`src/rtl/tinker_ctrl_pkg.sv`:
```
// Shared types, opcode map and instruction classifier for the tinker control unit.
package tinker_ctrl_pkg;

    typedef enum logic [3:0] {
        StFetch,
        StDecode,
        StExecute,
        StFpuWait,
        StMem,
        StWriteback,
        StHalt,
        StTrap,
        StError
    } state_e;

    typedef enum logic [3:0] {
        ClsAlu,
        ClsFpu,
        ClsLoad,
        ClsStore,
        ClsCall,
        ClsRet,
        ClsBranch,
        ClsHalt,
        ClsIllegal
    } instr_class_e;

    localparam logic [4:0] OP_AND    = 5'h00;
    localparam logic [4:0] OP_SHFTLI = 5'h07;
    localparam logic [4:0] OP_BR     = 5'h08;
    localparam logic [4:0] OP_BRNZ   = 5'h0b;
    localparam logic [4:0] OP_CALL   = 5'h0c;
    localparam logic [4:0] OP_RETURN = 5'h0d;
    localparam logic [4:0] OP_BRGT   = 5'h0e;
    localparam logic [4:0] OP_PRIV   = 5'h0f;
    localparam logic [4:0] OP_LOAD   = 5'h10;
    localparam logic [4:0] OP_MOV_RR = 5'h11;
    localparam logic [4:0] OP_MOV_RL = 5'h12;
    localparam logic [4:0] OP_STORE  = 5'h13;
    localparam logic [4:0] OP_ADDF   = 5'h14;
    localparam logic [4:0] OP_DIVF   = 5'h17;
    localparam logic [4:0] OP_ADD    = 5'h18;
    localparam logic [4:0] OP_ADDI   = 5'h19;
    localparam logic [4:0] OP_DIV    = 5'h1d;

    // Map an opcode/literal pair onto the sequencing class the FSM walks.
    function automatic instr_class_e classify(input logic [4:0] opcode, input logic [11:0] literal);
        instr_class_e cls;
        if (opcode == OP_PRIV) begin
            // Only priv with a zero literal (halt) is implemented.
            cls = (literal == '0) ? ClsHalt : ClsIllegal;
        end else if (opcode inside {[OP_AND:OP_SHFTLI], OP_MOV_RR, OP_MOV_RL, [OP_ADD:OP_DIV]}) begin
            cls = ClsAlu;
        end else if (opcode inside {[OP_ADDF:OP_DIVF]}) begin
            cls = ClsFpu;
        end else if (opcode inside {[OP_BR:OP_BRNZ], OP_BRGT}) begin
            cls = ClsBranch;
        end else if (opcode == OP_LOAD) begin
            cls = ClsLoad;
        end else if (opcode == OP_STORE) begin
            cls = ClsStore;
        end else if (opcode == OP_CALL) begin
            cls = ClsCall;
        end else if (opcode == OP_RETURN) begin
            cls = ClsRet;
        end else begin
            cls = ClsIllegal;
        end
        return cls;
    endfunction

endpackage

```
`src/rtl/tinker_wait_timer.sv`:
```
// Handshake wait counter: counts consecutive cycles spent waiting and flags the last allowed one.
module tinker_wait_timer
    import tinker_ctrl_pkg::*;
#(
    parameter int unsigned TIMEOUT = 64
) (
    input  logic clk,
    input  logic reset,
    input  logic run,
    output logic expired
);

    localparam int unsigned W = $clog2(TIMEOUT) + 1;
    localparam logic [W-1:0] LAST = W'(TIMEOUT - 1);

    logic [W-1:0] count_q;

    // Any non-waiting cycle (including the ack cycle) zeroes the count, so each wait starts fresh.
    always_ff @(posedge clk) begin
        if (reset || !run) begin
            count_q <= '0;
        end else begin
            count_q <= count_q + W'(1);
        end
    end

    // Asserted on the TIMEOUT-th waiting cycle; an ack in that same cycle drops run and wins.
    assign expired = run && (count_q == LAST);

endmodule

```
`src/rtl/tinker_control_unit.sv`:
```
// Multi-cycle sequencer: fetch, decode, execute, FPU wait, memory and writeback for the tinker core.
module tinker_control_unit
    import tinker_ctrl_pkg::*;
#(
    parameter int unsigned TIMEOUT = 64,
    parameter int unsigned CNT_W   = 32
) (
    input  logic             clk,
    input  logic             reset,
    input  logic [4:0]       opcode,
    input  logic [11:0]      literal,
    input  logic             branch_taken,
    input  logic             imem_ack,
    input  logic             dmem_ack,
    input  logic             fpu_done,
    output logic             imem_req,
    output logic             ir_load,
    output logic             dmem_req,
    output logic             dmem_we,
    output logic             fpu_start,
    output logic             pc_inc,
    output logic             pc_we_target,
    output logic             rf_we,
    output logic             halted,
    output logic             illegal,
    output logic             error,
    output logic [CNT_W-1:0] retired
);

    state_e           state_q;
    instr_class_e     cls_q;
    instr_class_e     dec_cls;
    logic [CNT_W-1:0] retired_q;
    logic             retire;
    logic             wait_run;
    logic             wait_expired;

    assign dec_cls = classify(opcode, literal);
    assign retired = retired_q;

    // Waiting means sitting in a handshake state whose own ack/done is low this cycle.
    always_comb begin
        wait_run = ((state_q == StFetch)   && !imem_ack) ||
                   ((state_q == StFpuWait) && !fpu_done) ||
                   ((state_q == StMem)     && !dmem_ack);
    end

    tinker_wait_timer #(
        .TIMEOUT(TIMEOUT)
    ) u_wait_timer (
        .clk    (clk),
        .reset  (reset),
        .run    (wait_run),
        .expired(wait_expired)
    );

    // Strobes decoded from the registered state; all held low while reset is asserted.
    always_comb begin
        imem_req     = 1'b0;
        ir_load      = 1'b0;
        dmem_req     = 1'b0;
        dmem_we      = 1'b0;
        fpu_start    = 1'b0;
        pc_inc       = 1'b0;
        pc_we_target = 1'b0;
        rf_we        = 1'b0;
        halted       = 1'b0;
        illegal      = 1'b0;
        error        = 1'b0;
        retire       = 1'b0;
        if (!reset) begin
            unique case (state_q)
                StFetch: begin
                    imem_req = 1'b1;
                    ir_load  = imem_ack;
                end
                StDecode: begin
                    // Halt retires here so it still gets its single PC update before freezing.
                    if (dec_cls == ClsHalt) begin
                        pc_inc = 1'b1;
                        retire = 1'b1;
                    end
                end
                StExecute: begin
                    fpu_start = (cls_q == ClsFpu);
                    if (cls_q == ClsBranch) begin
                        pc_we_target = branch_taken;
                        pc_inc       = !branch_taken;
                        retire       = 1'b1;
                    end
                end
                StMem: begin
                    dmem_req = 1'b1;
                    dmem_we  = (cls_q inside {ClsStore, ClsCall});
                    if (dmem_ack) begin
                        pc_inc       = (cls_q == ClsStore);
                        pc_we_target = (cls_q inside {ClsCall, ClsRet});
                        retire       = (cls_q != ClsLoad);
                    end
                end
                StWriteback: begin
                    rf_we  = 1'b1;
                    pc_inc = 1'b1;
                    retire = 1'b1;
                end
                StHalt:  halted  = 1'b1;
                StTrap:  illegal = 1'b1;
                StError: error   = 1'b1;
                default: ;
            endcase
        end
    end

    // Sequencer state, latched instruction class and retired-instruction counter.
    always_ff @(posedge clk) begin
        if (reset) begin
            state_q   <= StFetch;
            cls_q     <= ClsAlu;
            retired_q <= '0;
        end else begin
            if (retire) begin
                retired_q <= retired_q + CNT_W'(1);
            end
            unique case (state_q)
                StFetch: begin
                    if (imem_ack) begin
                        state_q <= StDecode;
                    end else if (wait_expired) begin
                        state_q <= StError;
                    end
                end
                StDecode: begin
                    cls_q <= dec_cls;
                    case (dec_cls)
                        ClsHalt:    state_q <= StHalt;
                        ClsIllegal: state_q <= StTrap;
                        default:    state_q <= StExecute;
                    endcase
                end
                StExecute: begin
                    case (cls_q)
                        ClsAlu:    state_q <= StWriteback;
                        ClsFpu:    state_q <= StFpuWait;
                        ClsBranch: state_q <= StFetch;
                        default:   state_q <= StMem;
                    endcase
                end
                StFpuWait: begin
                    if (fpu_done) begin
                        state_q <= StWriteback;
                    end else if (wait_expired) begin
                        state_q <= StError;
                    end
                end
                StMem: begin
                    if (dmem_ack) begin
                        state_q <= (cls_q == ClsLoad) ? StWriteback : StFetch;
                    end else if (wait_expired) begin
                        state_q <= StError;
                    end
                end
                StWriteback: state_q <= StFetch;
                StHalt, StTrap, StError: ;
                default: state_q <= StFetch;
            endcase
        end
    end

endmodule

```
`config.mk`:
```
export PLATFORM = sky130hd
export DESIGN_NAME = tinker_control_unit
export DESIGN_NICKNAME = d
export VERILOG_FILES = /design/src/rtl/tinker_ctrl_pkg.sv /design/src/rtl/tinker_wait_timer.sv /design/src/rtl/tinker_control_unit.sv
export SDC_FILE = /design/constraint.sdc
export NUM_CORES = 1
export LEC_CHECK = 0
export ABC_AREA = 1
export BUFFER_PORTS_ARGS = -buffer_cell sky130_fd_sc_hd__buf_2
export CORE_MARGIN = 4
export CORE_UTILIZATION = 55
export DETAILED_ROUTE_END_ITERATION = 10
export GPL_ROUTABILITY_DRIVEN = 0
export PLACE_DENSITY = 0.89
export SETUP_SLACK_MARGIN = 0.02
export SLEW_MARGIN = 0
export SYNTH_ARGS = -nofsm -noshare
export SYNTH_HDL_FRONTEND = slang
export SYNTH_SLANG_ARGS = --single-unit
```
`constraint.sdc`:
```
create_clock -name clk -period 4.6 [get_ports clk]
set_clock_uncertainty 0.1 [all_clocks]
set_input_delay 0.92 -clock clk [delete_from_list [all_inputs] [get_ports clk]]
set_output_delay 0.92 -clock clk [all_outputs]
set_load 0.01 [all_outputs]
```
Yosys cells after proc, flatten, opt, wreduce, memory -nomap -nowiden

Index checks and enable logic that the tools add are counted.

Bits in registers: 47
Input port bits: 23
Output and inout bits: 43

Add/subtract/negate cells: 2
Magnitude comparators: 8
Equality and inequality tests: 26
Muxes and demuxes: 48
Reductions and logical operators: 24

Operators by type and width:

| cell                    | number |
|---|---|
| $mux W4                 | 13 |
| $add A32 B1 Y32 const B | 1 |
| $eq A4 B3 Y1 const B    | 8 |
| $mux W1                 | 28 |
| $pmux W4 S6             | 1 |
| $eq A5 B4 Y1 const B    | 4 |
| $eq A5 B5 Y1 const B    | 4 |
| $eq A4 B2 Y1 const B    | 4 |
| $logic_not A12 Y1       | 1 |
| $ge A5 B5 Y1 const B    | 2 |
| $le A5 B5 Y1 const B    | 2 |
| $pmux W3 S3             | 1 |
| $eq A4 B1 Y1 const B    | 2 |
| $eq A4 B4 Y1 const B    | 2 |
| $logic_and A1 B1 Y1     | 8 |
| $logic_not A4 Y1        | 2 |
| $pmux W1 S4             | 2 |
| $add A7 B1 Y7 const B   | 1 |
| $eq A7 B6 Y1 const B    | 1 |
| $pmux W3 S2             | 1 |
| $reduce_bool A2 Y1      | 3 |
| $ge A5 B1 Y1 const B    | 1 |
| $ge A5 B4 Y1 const B    | 1 |
| $le A5 B3 Y1 const B    | 1 |
| 8 further kinds         | 14 |

Depth between registers and ports, before layout

Gate-level depths: netlist (run 1).

Word-level depth: 13
Gate-level depth with buffers: 13
Depth with buffers taken out: 12

Modules after synthesis

From an unflattened synthesis (run 1), not the netlist that was laid out.

Cell total of the unflattened synthesis: 536
Area, all modules: 3,226.8 um^2

Modules (own cells, without submodules):

| module              | times used | cells an instance | area each (um^2) | sequential area each (um^2) |
|---|---|---|---|---|
| tinker_control_unit | 1          | 498               | 2,925.3          | 800.8 |
| tinker_wait_timer   | 1          | 38                | 301.5            | 140.1 |

Worst setup path after synthesis (run 1)

No wires, ideal clock.

Path kind: input to output
Start: input reset
End: output pc_inc
Arrival time: 1.904 ns
Data required time: 3.580 ns
Slack: 1.676 ns
Stages: 6
Path buffers: 3
Cell sequence: clkbuf_1 inv_1 clkbuf_1 clkbuf_1 nand2_1 inv_1

Longest elaborated chain between the ends: 1

Ends and longest elaborated chain:

| element            | RTL line                  | text |
|---|---|---|
| start: declaration | tinker_control_unit.sv:9  | `input logic reset,` |
| $mux W1            | tinker_control_unit.sv:71 | `if (!reset) begin` |
| end: declaration   | tinker_control_unit.sv:21 | `output logic pc_inc,` |

Every way passes these cells.

Final worst setup path (run 1)

Start: input reset
End: output halted

Longest elaborated chain between the ends: 1

Ends and longest elaborated chain:

| element          | RTL line                  | text |
|---|---|---|
| $mux W1          | tinker_control_unit.sv:71 |  |
| end: declaration | tinker_control_unit.sv:24 | `output logic halted,` |

Every way passes these cells.

==> reports/results.ini, run 1 <==
[outcome]
status=finished, final reports clean

[critical_path]
crit_type=in2out
critPathLaunchType=input port
cp_top_family=buffers and inverters
critPathSlowestCell=buf_2
path_common_cell=buf_2
critPathArrivalTime_ns=2.00
critPathMaxStageDelay_ns=0.62
crit_buf_inv=3
critPathRequiredTime_ns=3.58
path_cells=buf_2, nor3_1, inv_1, nor2_1, buf_2
endpoint_kind=output port
crit_fanout=37

[timing]
period_share=0.656
finalSetupTns_ns=0
tightest_slew_ns=0.821
rsz0062_at_grt=no
setup_viol=0
finalHoldViolCount=0
min_period_ns=3.02
drv_slew=0
slew_headroom=0.453
hold_ws_ns=0.351
fmax_ghz=0.332

[final_layout]
final_common_cell=nand2_1
layout.cells.non_filler=680
syn_to_final_growth_pct=13.1
fin_nets=632
layout_common_cells=nand2_1 (181), nor2_1 (98), buf_2 (65)
n_antenna_cell=0
post_route_cells_drive_above_1_share=0.176

[clock_network]
numCtsBuffers=5
cts_setup_buffers=0
post_cts_resized=0
root_buffer=clkbuf_8
cts_tree=yes
cts_sinks=47
cts.htree.levels=2
clkSlewWorstSetupHoldPaths_ns=0.09
cts_hold_buf=0
clock_latency_ns=0.31
cts_buffer_depth=2

[die]
die-area_mm2=0.00724
die-height_um=85.1
core_area_mm2=0.00564
io-pin-count=66
die_w_um=85.1
std_cell_rows=27
initial_core_util=0.580

[route]
vias=3689
via_per_inst=5.43
drtIter0Drc=285
antenna_left=0
wl_per_cell_um=12.6
drtPass1Iterations=5
routed_wl_um=8560
drc=0

[synthesis]
syn_area_mm2=0.00327
syn_avg_cell_area_um2=5.98
synth.yosys.seq_area_share=0.288
synth_cell_type_count=35
yosys_warnings=0
ys_ff_latch=47
syn_nets=572
synth_cells=547

[grt]
grt_use_total=0.241
grt_pass1_wl_um=14700
grt_pass1_vias=3441
antenna_found_initial=0
grt_max_degree=40
overflow=0

[power_and_ir_drop]
peakVddDrop_mv=0.166
p_leak_nw=1.60
powerDensity_mw_per_mm2=279

[placed_design]
placed_cells=672
io_buffers=65
dp_hpwl_um=6380

[flow_run]
maxCapViolations=0

[hold_path]
hp-class=reg2reg

metrics by stage:
stage / area, µm² / util / power, W / setup slack (ns)
floorplan: 3270 / - / 0.000720 / 1.68
global placement: 3610 / 0.639 / 0.000765 / 1.61
detailed placement: 3610 / 0.639 / 0.000777 / 1.50
CTS: 3700 / 0.656 / 0.00103 / 1.60
global route: 3700 / 0.656 / 0.00109 / 1.51
finish: 3700 / 0.656 / 0.00103 / 1.58
cell type report:
cell class,count,area (µm²)
repair buffers,68,348
clock inverters,3,23.8
clock buffers,5,68.8
multi-input cells,425,2000
flip-flops and latches,47,941
fillers,522,1940
well taps,72,90.1
inverters,60,225
layer usage:
metal | GRT usage | routed length (µm) | up-vias
met5 | 0 | 0 | -
met4 | 0.0748 | 154 | 0
met3 | 0.0437 | 788 | 19
met2 | 0.406 | 3970 | 158
met1 | 0.311 | 3640 | 1658
li1 | - | - | 1854
worst register-to-register path: stages, from the launching register on:
cell and delay, ns:
dfxtp_1 0.55, nand2_1 0.16, nor2_4 0.24, nand4_1 0.18
nand3_2 0.10, buf_4 0.39, nand2_1 0.36, buf_4 0.30
nand2_1 0.07, a21oi_1 0.06
registers in the layout (all words and copies together) (netlist names):
| name | flops |
|---|---|
| cls_q | 4 |
| retired | 32 |
| state_q | 4 |
| u_wait_timer.count_q | 7 |
where the power goes:
part / total [W] / internal, W / switching, W
sequential: 0.000470 / 0.000432 / 0.0000374
clock: 0.000259 / 0.000109 / 0.000150
combinational: 0.000303 / 0.0000971 / 0.000206
cells by family after synthesis:
family	share of synthesized area
xor+xnor	0.0268
fa+ha+maj	0.00765
flops	0.288
buf+inv	0.0999
compound gates	0.0846
simple gates	0.493
worst paths after layout:
check	from	end	slack, ns	cells after the start
worst min-delay path	u_wait_timer.count_q[0]	u_wait_timer.count_q[0]	0.35	1
worst max-delay path	reset	halted	1.58	5
worst min register to register	u_wait_timer.count_q[0]	u_wait_timer.count_q[0]	0.35	1
worst max register to register	state_q[0]	retired[21]	1.94	9
synth_stat cells:
| cell | n | area, µm² |
|---|---|---|
| nand2_1 | 181 | 679 |
| nor2_1 | 98 | 368 |
| inv_1 | 57 | 214 |
| nand3_1 | 52 | 260 |
| dfxtp_1 | 47 | 941 |
| a21oi_1 | 24 | 120 |
| nand3_2 | 12 | 120 |
| a21oi_2 | 10 | 87.6 |
| xor2_1 | 8 | 70.1 |
| nand4_1 | 7 | 43.8 |
| nor3_1 | 7 | 35.0 |
| buf_2 | 5 | 25.0 |
| clkbuf_1 | 4 | 15.0 |
| inv_2 | 3 | 11.3 |
| nand3b_1 | 3 | 22.5 |
| nor2_4 | 3 | 33.8 |
| a31oi_1 | 2 | 12.5 |
| buf_1 | 2 | 7.51 |
| ha_1 | 2 | 25.0 |
| nor3b_1 | 2 | 15.0 |
| o211ai_1 | 2 | 15.0 |
| o21ai_0 | 2 | 10.0 |
| xnor2_1 | 2 | 17.5 |
| a211oi_1 | 1 | 7.51 |
| a221oi_1 | 1 | 8.76 |
| and2_0 | 1 | 6.26 |
| buf_12 | 1 | 20.0 |
| buf_4 | 1 | 7.51 |
| buf_6 | 1 | 11.3 |
| buf_8 | 1 | 15.0 |
| nand2_2 | 1 | 6.26 |
| nor3_4 | 1 | 16.3 |
| o2111ai_1 | 1 | 8.76 |
| o22ai_1 | 1 | 6.26 |
| or2_2 | 1 | 6.26 |
Note: power is estimated with default switching activity, not from simulation.
==> run 2, diff against run 1 <==
--- a/config.mk
+++ b/config.mk
@@ -8,10 +8,10 @@
 export ABC_AREA = 1
 export BUFFER_PORTS_ARGS = -buffer_cell sky130_fd_sc_hd__buf_2
 export CORE_MARGIN = 4
-export CORE_UTILIZATION = 55
+export CORE_UTILIZATION = 50
 export DETAILED_ROUTE_END_ITERATION = 10
 export GPL_ROUTABILITY_DRIVEN = 0
-export PLACE_DENSITY = 0.89
+export PLACE_DENSITY = 0.86
 export SETUP_SLACK_MARGIN = 0.02
 export SLEW_MARGIN = 0
 export SYNTH_ARGS = -nofsm -noshare
==> constraint.sdc (replaced) <==
create_clock -name clk -period 2.6 [get_ports clk]
set_clock_uncertainty 0.1 [all_clocks]
set_input_delay 0.52 -clock clk [delete_from_list [all_inputs] [get_ports clk]]
set_output_delay 0.52 -clock clk [all_outputs]
set_load 0.01 [all_outputs]
==> run 2 against run 1 <==
  * Total power up 94%
  * Clock power is 140% higher
  * Sequential cell count stayed put
  * Sequential power rose by 76%
  * Global-route usage shrank 1.4 points
  * Combinational power grew 79%
  * Routed wire length is 0.27% higher
  * Sequential share of layout area down 0.49 points
  * Critical path depth grew 1
  * Register-to-register slack worse by 1.5 ns
  * Hold slack better by 0.010 ns
  * Critical path type is now reg2out
  * Highest routed layer unchanged
==> reports/results.ini, run 2 (synthesis results as in run 1) <==
[outcome]
status=finished, final reports clean  ; unchanged

[grt]
antenna_found_initial=0  ; unchanged
grt_pass1_wl_um=14600  ; was 14700 µm
grt_pass1_vias=3392  ; was 3441
grt_max_degree=39  ; was 40
overflow=0  ; unchanged
grt_use_total=0.227  ; was 0.241

[clock_network]
numCtsBuffers=5  ; unchanged
cts_buffer_depth=2  ; unchanged
clock_latency_ns=0.30  ; was 0.31 ns
cts_tree=yes  ; unchanged
cts_setup_buffers=0  ; unchanged
root_buffer=clkbuf_8  ; unchanged
clkSlewWorstSetupHoldPaths_ns=0.09  ; about the same
cts_sinks=47  ; unchanged
cts_hold_buf=0  ; unchanged
post_cts_resized=0  ; unchanged
cts.htree.levels=2  ; unchanged

[power_and_ir_drop]
p_int_w=0.00132  ; was 0.000638 W
p_clk_frac=0.316  ; was 0.251
swShare=0.340  ; was 0.381
p_sw_w=0.000682  ; was 0.000393 W
peakVddDrop_mv=0.403  ; was 0.166 mV
powerDensity_mw_per_mm2=532  ; was 279 mW/mm²
p_leak_nw=1.64  ; was 1.60 nW
seqPwrFrac=0.414  ; was 0.455
combinationalPowerShare=0.270  ; was 0.294

[die]
std_cell_rows=29  ; was 27
core_area_mm2=0.00635  ; was 0.00564 mm²
die-height_um=88.9  ; was 85.1 µm
initial_core_util=0.515  ; was 0.580
die_w_um=88.9  ; was 85.1 µm
die-area_mm2=0.00790  ; was 0.00724 mm²
io-pin-count=66  ; unchanged

[final_layout]
fill_cells=592  ; was 522
fin_nets=635  ; was 632
multi_input_area_mm2=0.00200  ; unchanged
layout_common_cells=nand2_1 (181), nor2_1 (98), buf_2 (65)  ; unchanged
syn_to_final_growth_pct=15.3  ; was 13.1%
utilization=0.594  ; was 0.656
largest_register_ffs=32  ; unchanged
final_common_cell=nand2_1  ; unchanged
n_antenna_cell=0  ; unchanged
stdcell_area_mm2=0.00377  ; was 0.00370 mm²
seq_area_um2=941  ; unchanged
post_route_cells_drive_above_1_share=0.180  ; was 0.176

[critical_path]
crit_buf_inv=2  ; was 3
critPathRequiredTime_ns=1.98  ; was 3.58 ns
critPathSlowestCell=dfxtp_1  ; was buf_2
critPathLaunchType=flop  ; was input port
crit_fanout=5  ; was 37
critPathMaxStageDelay_ns=0.37  ; was 0.62 ns
path_cells=inv_2, nand2_1, nor3_1, nand3_1, a221oi_1, buf_2  ; was buf_2, nor3_1, inv_1, nor2_1, buf_2
crit_type=reg2out  ; was in2out
endpoint_kind=output port  ; unchanged
cp_top_family=simple AND/OR/NAND/NOR gates  ; was buffers and inverters
critPathArrivalTime_ns=1.75  ; was 2.00 ns

[placed_design]
dpl_cell_area_mm2=0.00363  ; was 0.00361 mm²
dp_hpwl_um=6590  ; was 6380 µm
dp_worst_setup_slack_ns=0.386  ; was 1.50 ns
io_buffers=65  ; unchanged

[hold_path]
hp-class=reg2reg  ; unchanged

[timing]
tightest_slew_ns=0.441  ; was 0.821 ns
finalHoldViolCount=0  ; unchanged
drv_slew=0  ; unchanged
fmax_ghz=0.422
fin_ws_ns=0.231  ; was 1.58 ns
min_period_ns=2.37
period_share=0.911
finalSetupTns_ns=0  ; unchanged
hold_ws_ns=0.362  ; was 0.351 ns
setup_viol=0  ; unchanged
slew_headroom=0.704  ; was 0.453
rsz0062_at_grt=no  ; unchanged

[route]
via_per_inst=5.31  ; was 5.43
antenna_left=0  ; unchanged
drtIter0Drc=270  ; was 285
drc=0  ; unchanged
drtPass1Iterations=5  ; unchanged
vias=3651  ; was 3689
wl_per_cell_um=12.5  ; was 12.6 µm
routed_wl_um=8580  ; was 8560 µm

[flow_run]
maxCapViolations=0  ; unchanged

-- run 2: changes by cell type in the layout (fill, tap and decap cells not counted), sizes merged --
cell,change
bufinv,+2
clkinvlp,-1
buf,+3
inv,-1
-- run 2: power groups by stage --
| stage | sequential, W | combinational, W | clock [W] |
|---|---|---|---|
| 3_3_place_gp | 0.000839 | 0.000515 | 0 |
| 3_5_place_dp | 0.000844 | 0.000536 | 0 |
| 5_1_grt | 0.000838 | 0.000612 | 0.000671 |
| 2_1_floorplan | 0.000817 | 0.000458 | 0 |
| 6_report | 0.000829 | 0.000542 | 0.000634 |
| 4_1_cts | 0.000828 | 0.000538 | 0.000646 |
-- run 2: metrics by stage --
step	power [W]	cells
final	0.00201	688
after global placement	0.00135	680
after floorplan	0.00127	547
after detailed placement	0.00138	680
after global routing	0.00212	688
after CTS	0.00201	688
-- run 2: worst reg2reg max path, delay by kind of cell (launching register included) --
kind	cells	cell delay, ns
buf+inv	1	0.29
compound gates	1	0.15
flops	1	0.52
simple gates	6	0.96
-- run 2: cell type report --
cell class | instances | area share
clock buffers | 5 | 0.0182
well taps | 77 | 0.0255
repair buffers | 71 | 0.0982
inverters | 60 | 0.0597
multi-input cells | 425 | 0.531
clock inverters | 3 | 0.0179
flip-flops and latches | 47 | 0.250
-- run 2: layer usage --
layer,track usage,wire [µm],vias up
met5,0,0,-
met4,0.0852,221,0
met3,0.0372,614,26
met2,0.382,4040,137
met1,0.291,3700,1631
li1,-,-,1857
-- run 2: path summary, 6_finish.rpt --
check | startpoint | endpoint | slack, ns | depth (start not counted)
hold reg to reg | u_wait_timer.count_q[0] | u_wait_timer.count_q[0] | 0.36 | 1
setup / recovery | cls_q[0] | pc_we_target | 0.23 | 6
hold / removal | u_wait_timer.count_q[0] | u_wait_timer.count_q[0] | 0.36 | 1
setup reg to reg | state_q[0] | retired[4] | 0.47 | 8
